### src/rtl/pipe_ctrl.sv
// pipe_ctrl -- pipeline hazard controller.
//
// Turns per-stage stall / release / flush requests into registered per-stage
// hold and flush commands (one cycle from request to command).
//   flush_req  : highest set index k>=1 flushes stages 0..k-1 for FLUSH_HOLD cycles
//   release_req: any bit at or above the current stall source ends a stall
//   stall_req  : highest set index j holds stages 0..j until released (sticky)
// Priority: flush, then release, then stall.
//
// Ports:
//   clk, rst                      clock (rising edge), async active-high reset
//   stall_req/release_req/flush_req  [NSTAGE-1:0] per-stage requests
//   stall, flush                  [NSTAGE-1:0] registered per-stage commands
//   busy                          registered, high while not in RUN
//   timeout                       registered one-cycle watchdog pulse
//
// Build option: define PIPE_CTRL_STALL_TIMEOUT_EN to add a TIMEOUT_W-bit
// watchdog that forces a stall back to RUN after 2^TIMEOUT_W-1 cycles. Without
// it, timeout is tied low and a stall is held until released.
module pipe_ctrl #(
    parameter int NSTAGE     = 5,
    parameter int FLUSH_HOLD = 1,
    parameter int TIMEOUT_W  = 4
) (
    input  logic              clk,
    input  logic              rst,
    input  logic [NSTAGE-1:0] stall_req,
    input  logic [NSTAGE-1:0] release_req,
    input  logic [NSTAGE-1:0] flush_req,
    output logic [NSTAGE-1:0] stall,
    output logic [NSTAGE-1:0] flush,
    output logic              busy,
    output logic              timeout
);

    localparam int IW = (NSTAGE > 1) ? $clog2(NSTAGE) : 1;
    localparam logic [3:0] HOLD_INIT = 4'(FLUSH_HOLD - 1);

    typedef enum logic [1:0] {RUN, STALL, FLUSH} state_t;

    state_t        state;
    logic [IW-1:0] src;     // stage that owns the current stall
    logic [IW-1:0] fk;      // depth of the current flush (stages 0..fk-1)
    logic [3:0]    hold;    // remaining flush cycles minus one

`ifdef PIPE_CTRL_STALL_TIMEOUT_EN
    // Fires on the last of 2^TIMEOUT_W-1 stall cycles (counter starts at 0).
    localparam logic [TIMEOUT_W-1:0] WD_LAST = TIMEOUT_W'((1 << TIMEOUT_W) - 2);
    logic [TIMEOUT_W-1:0] wd;
`endif

    // Request decode: highest set index of each request vector, the masks it
    // implies, and whether any release bit reaches the stall source.
    logic [IW-1:0]     f_hi, s_hi;
    logic [NSTAGE-1:0] f_mask, s_mask;
    logic              f_any, s_any, rel_hit;

    always_comb begin
        f_hi    = '0;
        s_hi    = '0;
        rel_hit = 1'b0;
        for (int i = 0; i < NSTAGE; i++) begin
            if (flush_req[i]) f_hi = IW'(i);
            if (stall_req[i]) s_hi = IW'(i);
            if (release_req[i] && (IW'(i) >= src)) rel_hit = 1'b1;
        end
        for (int i = 0; i < NSTAGE; i++) begin
            f_mask[i] = (IW'(i) <  f_hi);
            s_mask[i] = (IW'(i) <= s_hi);
        end
        // f_hi is zero both for "no request" and "only bit 0": both are no-ops.
        f_any = (f_hi != '0);
        s_any = |stall_req;
    end

    always_ff @(posedge clk or posedge rst) begin
        if (rst) begin
            state <= RUN;
            stall <= '0;
            flush <= '0;
            busy  <= 1'b0;
            src   <= '0;
            fk    <= '0;
            hold  <= '0;
`ifdef PIPE_CTRL_STALL_TIMEOUT_EN
            wd      <= '0;
            timeout <= 1'b0;
`endif
        end else begin
`ifdef PIPE_CTRL_STALL_TIMEOUT_EN
            timeout <= 1'b0;
`endif
            // A flush wins from any state; inside FLUSH only a deeper one counts.
            if (f_any && ((state != FLUSH) || (f_hi > fk))) begin
                state <= FLUSH;
                flush <= f_mask;
                stall <= '0;
                fk    <= f_hi;
                hold  <= HOLD_INIT;
                busy  <= 1'b1;
            end else begin
                case (state)
                    FLUSH: begin
                        if (hold == 4'd0) begin
                            state <= RUN;
                            flush <= '0;
                            busy  <= 1'b0;
                        end else begin
                            hold <= hold - 4'd1;
                        end
                    end
                    STALL: begin
                        if (rel_hit) begin
                            state <= RUN;
                            stall <= '0;
                            busy  <= 1'b0;
                        end else if (s_any && (s_hi > src)) begin
                            stall <= s_mask;
                            src   <= s_hi;
`ifdef PIPE_CTRL_STALL_TIMEOUT_EN
                            wd    <= '0;
`endif
                        end
`ifdef PIPE_CTRL_STALL_TIMEOUT_EN
                        else if (wd == WD_LAST) begin
                            state   <= RUN;
                            stall   <= '0;
                            busy    <= 1'b0;
                            timeout <= 1'b1;
                        end else begin
                            wd <= wd + TIMEOUT_W'(1);
                        end
`endif
                    end
                    RUN: begin
                        // Release in RUN has nothing to act on.
                        if (s_any) begin
                            state <= STALL;
                            stall <= s_mask;
                            src   <= s_hi;
                            busy  <= 1'b1;
`ifdef PIPE_CTRL_STALL_TIMEOUT_EN
                            wd    <= '0;
`endif
                        end
                    end
                    default: begin
                        state <= RUN;
                        stall <= '0;
                        flush <= '0;
                        busy  <= 1'b0;
                    end
                endcase
            end
        end
    end

`ifndef PIPE_CTRL_STALL_TIMEOUT_EN
    assign timeout = 1'b0;
`endif

endmodule

### config.mk
export PLATFORM = sky130hd
export DESIGN_NAME = pipe_ctrl
export DESIGN_NICKNAME = d
export VERILOG_FILES = /design/src/rtl/pipe_ctrl.sv
export SDC_FILE = /design/constraint.sdc
export NUM_CORES = 1
export LEC_CHECK = 0
export ABC_AREA = 1
export CORE_MARGIN = 3
export CORE_UTILIZATION = 50
export DETAILED_ROUTE_END_ITERATION = 8
export PLACE_DENSITY = 0.83
export SLEW_MARGIN = 20
export SYNTH_ARGS = -nofsm -noshare
export SYNTH_HDL_FRONTEND = slang
export SYNTH_SLANG_ARGS = --single-unit
### constraint.sdc
create_clock -name clk -period 2 [get_ports clk]
set_clock_uncertainty 0.15 [all_clocks]
set_input_delay 0.4 -clock clk [delete_from_list [all_inputs] [get_ports clk]]
set_output_delay 0.4 -clock clk [all_outputs]
set_load 0.05 [all_outputs]
=== Yosys cells after proc, flatten, opt, wreduce, memory -nomap -nowiden ===
Index checks and enable logic that the tools add are counted.

* Logic and storage cells: 97
* Input bits: 17
* Output and inout bits: 12
* Flip-flop bits (word level): 23

* Add/subtract/negate cells: 1
* Reductions and logical operators: 20
* Equality and inequality tests: 13
* Bitwise operators: 1
* Order comparisons: 17
* Muxes and demuxes: 38

{| class="wikitable"
|+ Operator list
! operator !! number
|-
| $mux W5 || 6
|-
| $mux W3 || 9
|-
| $pmux W5 S3 || 1
|-
| $mux W4 || 3
|-
| $ne A2 B2 Y1 const B || 6
|-
| $mux W1 || 11
|-
| $pmux W5 S2 || 1
|-
| $ne A3 B3 Y1 const B || 3
|-
| $mux W2 || 4
|-
| $logic_and A1 B1 Y1 || 7
|-
| $ge A1 B3 Y1 const A || 2
|-
| $ge A2 B3 Y1 const A || 2
|-
| $gt A3 B3 Y1 || 2
|-
| $le A1 B3 Y1 const A || 2
|-
| $le A2 B3 Y1 const A || 2
|-
| $lt A1 B3 Y1 const A || 2
|-
| $lt A2 B3 Y1 const A || 2
|-
| $pmux W2 S3 || 1
|-
| $pmux W3 S2 || 1
|-
| $reduce_and A3 Y1 || 2
|-
| $reduce_and A5 Y1 || 1
|-
| $reduce_or A5 Y1 || 1
|-
| $logic_not A4 Y1 || 1
|-
| $ne A4 B4 Y1 const B || 1
|-
| other kinds (15) || 17
|}

=== Depth between registers and ports, before layout ===
* Depth in word-level cells: 10
* Mapped depth: 14
* Mapped depth without buffers: 14

=== Least setup slack after synthesis ===
OpenSTA, ideal clock, no wires.

* Kind: input-to-reg
* From: input port stall_req[2]
* To: register src[2]
* Data required time: 1.767 ns
* Buffers on the path: 0
* Arrival time: 1.618 ns
* Slack: 0.149 ns
* Library setup time: 0.083 ns
* Stages on the path: 12
* Cell sequence: inv_1 -> nand2_1 -> a21oi_1 -> inv_1 -> ha_1 -> nand3_1 -> nand3_1 -> nand2_1 -> nand2_2 -> nor2_8 -> nand2_1 -> o21ai_0

* Word-level cells in the longest chain between the ends: 7
* Elaborated cells on any way between the ends: 9
* Classes of those cells: order compare: 1; eq/ne: 2; mux: 3; reduce/logical: 3

{| class="wikitable"
|+ RTL lines
! what !! line !! text
|-
| from (decl) || 27 || <nowiki>input logic [NSTAGE-1:0] stall_req,</nowiki>
|-
| $mux W3 (3 in a row) || 64 || <nowiki>if (stall_req[i]) s_hi = IW'(i);</nowiki>
|-
| $gt A3 B3 Y1 || 117 || <nowiki>end else if (s_any && (s_hi > src)) begin</nowiki>
|-
| $logic_and A1 B1 Y1 || 117 ||
|-
| $ne A2 B2 Y1 (no source line) || -- ||
|-
| $reduce_and A5 Y1 (no source line) (*) || -- ||
|-
| to (signal assigned) || 119 || <nowiki>src <= s_hi;</nowiki>
|-
| to (signal assigned) || 140 || <nowiki>src <= s_hi;</nowiki>
|-
| to (decl) || 42 || <nowiki>logic [IW-1:0] src;</nowiki>
|}

Mark *: on every way between the ends. The rest lies on a longest branch, timed or not.
A chain may end at the register's enable or synchronous reset.

=== Worst setup path in the final report ===
* From: input port flush_req[2]
* To: register stall[2]

* Word-level cells in the longest chain between the ends: 8
* Elaborated cells on any way between the ends: 12
* Classes of those cells: order compare: 1; eq/ne: 3; mux: 4; reduce/logical: 4

{| class="wikitable"
|+ RTL lines
! what !! line !! text
|-
| from (decl) || 29 || <nowiki>input logic [NSTAGE-1:0] flush_req,</nowiki>
|-
| $mux W3 (*) (3 in a row) || 63 || <nowiki>if (flush_req[i]) f_hi = IW'(i);</nowiki>
|-
| via f_hi[1] || 54 || <nowiki>logic [IW-1:0] f_hi, s_hi;</nowiki>
|-
| $gt A3 B3 Y1 || 94 || <nowiki>if (f_any && ((state != FLUSH) || (f_hi > fk))) begin</nowiki>
|-
| $logic_or A1 B1 Y1 || 94 ||
|-
| $logic_and A1 B1 Y1 (*) || 94 ||
|-
| $ne A4 B4 Y1 (no source line), or another cell as far along || -- ||
|-
| $reduce_and A3 Y1 (no source line) || -- ||
|-
| to (signal assigned) || 118 || <nowiki>stall <= s_mask;</nowiki>
|-
| to (signal assigned) || 139 || <nowiki>stall <= s_mask;</nowiki>
|-
| to (decl) || 30 || <nowiki>output logic [NSTAGE-1:0] stall,</nowiki>
|}

Mark *: on every way through the listed nets, which the timed path passes. The rest lies on a longest branch.

==> results.txt <==
register area share after synthesis: 43.0%
CTS tree: built
Hold Slack: 262 ps
Yosys warnings: 0
Yosys cell types: 27
Worst-path clk slew: 130 ps
initial antenna violation count: 0
gr usage total: 20.5%
fmax: 524 MHz
P_int: 1410 uW
Final Max Slew Viols: 0
clk_lat worst skew: 320 ps
Comb power frac: 65.4%
P per Cell Area: 1500 nW/um^2
Fin. Hold Viols: 0
CP Launch Type: input pin
clock power share: 7.7%
post-route cell area: 1890 sq um
largest net degree at the start of global routing: 24
Antenna diodes: 0
worst r2r path cells: 11
Flop pwr share: 26.9%
detailed placement HPWL: 2320 um
Post-Syn Nets: 194
Max Cap Viol: 0
Worst Hold Class: in2async
Die H: 57.8 um
Routed Antenna Nets: 0
cells along the critical path: dlygate4sd2_1 -> inv_2 -> a21oi_2 -> ha_1 -> nand3_1 -> nand2_1 -> nand2_1 -> nand2_2 -> nand2_4 -> nand3_4 -> nor2_4 -> nand2_1 -> nand2_1
final setup vio count: 0
vias: 1291
Critical Path AT: 2030 ps
worst-path fanout max: 5
largest stage delay on the critical path: 280 ps
die area: 3340 sq um
Clock Path Buffers: 2
Post-Place Cells: 236
Crit-path slowest cell: ha_1
Worst VDD drop: 1.15 mV
post-route setup slack: 92.2 ps
switching share of power: 50.3%
Final Power: 2840 uW
H-tree levels: 1
Starting Density: 53.1%
Vias/cell: 5.21
share of cells above drive strength 1: 31.7%
Setup CP Type: in2reg
clock sinks: 23
Num CTS Buffers: 3
Place WS: -464 ps
Core ar.: 2520 sq um
Layout Nets: 243
outcome: finished, final reports clean
Chip Width: 57.8 um
gr ovfl total: 0
synthesized cell area: 1340 sq um
Synth Instances: 170
total wire length: 3250 um
RD Place Congestion: 0.786
nature of the critical path endpoint: flip-flop
vias in the first global route: 1292
clock root buffer: clkbuf_4
num rows: 18
Non-Filler Instances: 248
Synth Register Bits: 23
Mean Syn Cell Area: 7.88 sq um
Area after DPL: 1690 sq um
P_sw: 1430 uW
Syn-to-layout area delta: 41.1%
initial drt markers: 47
Ports: 29
final critical-path required period: 1910 ps
DRC viols: 0
Leakage: 0.000972 uW
Pre-antenna DRT Iters: 4
WP data required: 2120 ps
CP dominant cell by count: nand2_1
period utilization: 95.4%
first-pass GRT wire length: 5240 um
DR WL/cell: 13.1 um
most frequent cells in the layout: nand2_1, buf_4, inv_1, dfrtp_1, nor2_1
most common cell after layout, fill and taps aside: nand2_1
Port Buffers: 26
power by group through the flow:
stage               Combinational [uW]  Clock (uW)  Sequential, uW
global route                      2040         238             788
finish                            1860         219             763
detailed placement                1600           0             768
floorplan                          922           0            1010
CTS                               1720         223             758
global placement                  1550           0             762
cell families (layout without fill, tap and decap cells):
family          Yosys count  count (layout)  synth area share, %
xor+xnor                  2               2                 1.31
simple gates             78              80                 27.9
compound gates           28              28                 11.8
buf+inv                  31              77                 9.24
fa+ha+maj                 7               7                 6.54
other cells               1               1                0.280
flops                    23              23                 43.0
layout make-up:
cell class                 count  area (sq um)
multi-input combinational    118           779
fill                         176           632
sequential                    23           576
timing repair buffer          44           363
inverter                      29           109
tap                           30          37.5
clock buffer                   4          26.3
worst max-delay path, delay by kind of cell:
| family | cells | cell delay [ps] |
|---|---|---|
| compound gates | 1 | 160 |
| simple gates | 9 | 900 |
| buf+inv | 2 | 300 |
| fa+ha+maj | 1 | 280 |
synthesized netlist by cell type:
master / n / area share, %
a21boi_0: 1 / 0.56
a21o_1: 1 / 0.56
a21oi_1: 7 / 2.6
a21oi_2: 1 / 0.65
a31oi_1: 1 / 0.47
buf_4: 2 / 1.1
conb_1: 1 / 0.28
dfrtp_1: 23 / 43
ha_1: 7 / 6.5
inv_1: 28 / 7.8
inv_2: 1 / 0.28
nand2_1: 46 / 13
nand2_2: 3 / 1.4
nand2_4: 1 / 0.84
nand3_1: 7 / 2.6
nand3_2: 1 / 0.75
nand3_4: 1 / 1.3
nand4_1: 3 / 1.4
nor2_1: 11 / 3.1
nor2_4: 1 / 0.84
nor2_8: 1 / 1.5
nor3_1: 2 / 0.75
nor3b_1: 1 / 0.56
o21ai_0: 9 / 3.4
o21ai_1: 6 / 2.2
o21ai_2: 2 / 1.3
xor2_1: 2 / 1.3
metrics by stage:
step           utilization (%)  setup TNS, ps
6_report                  75.0              0
2_1_floorplan                -              0
3_3_place_gp              66.8          -7470
5_1_grt                   75.0          -65.0
4_1_cts                   71.5              0
3_5_place_dp              66.8          -8570
state kept, by name, indices dropped and copies added, names as in the netlist:
register  flops
state         2
flush         5
src           3
fk            3
busy          1
stall         5
hold          4
timing repair:
item	CTS	global route
cloned	2	0
gates resized for setup	22	19
endpoints found under the setup margin	16	8
endpoints found under the hold margin	0	0
hold buffers	0	0
buffers inserted	5	1
pin swaps	14	12
path summary, 6_finish.rpt:
check	slack [ps]	start	end
worst max-delay path	90	flush_req[2]	stall[2]$_DFFE_PP0P_
worst min-delay path	260	rst	stall[2]$_DFFE_PP0P_
worst max register to register	190	fk[1]$_DFFE_PP0N_	stall[2]$_DFFE_PP0P_
worst min register to register	340	busy$_DFFE_PP0P_	busy$_DFFE_PP0P_
max in group asynchronous	1200	rst	flush[3]$_DFFE_PP0P_
min in group clk	330	stall_req[3]	stall[3]$_DFFE_PP0P_
routing by layer:
layer  GRT usage, %  vias to the layer above  routed length [um]  share of wire, %
met2           38.4                       37                1760                54
met5              0                        -                   0                 0
met1           20.9                      605                1230                38
li1               -                      637                   -                 -
met3           3.79                       12                 129               4.0
met4           12.3                        0                 121               3.7
Power figures use the tool's default switching activity.
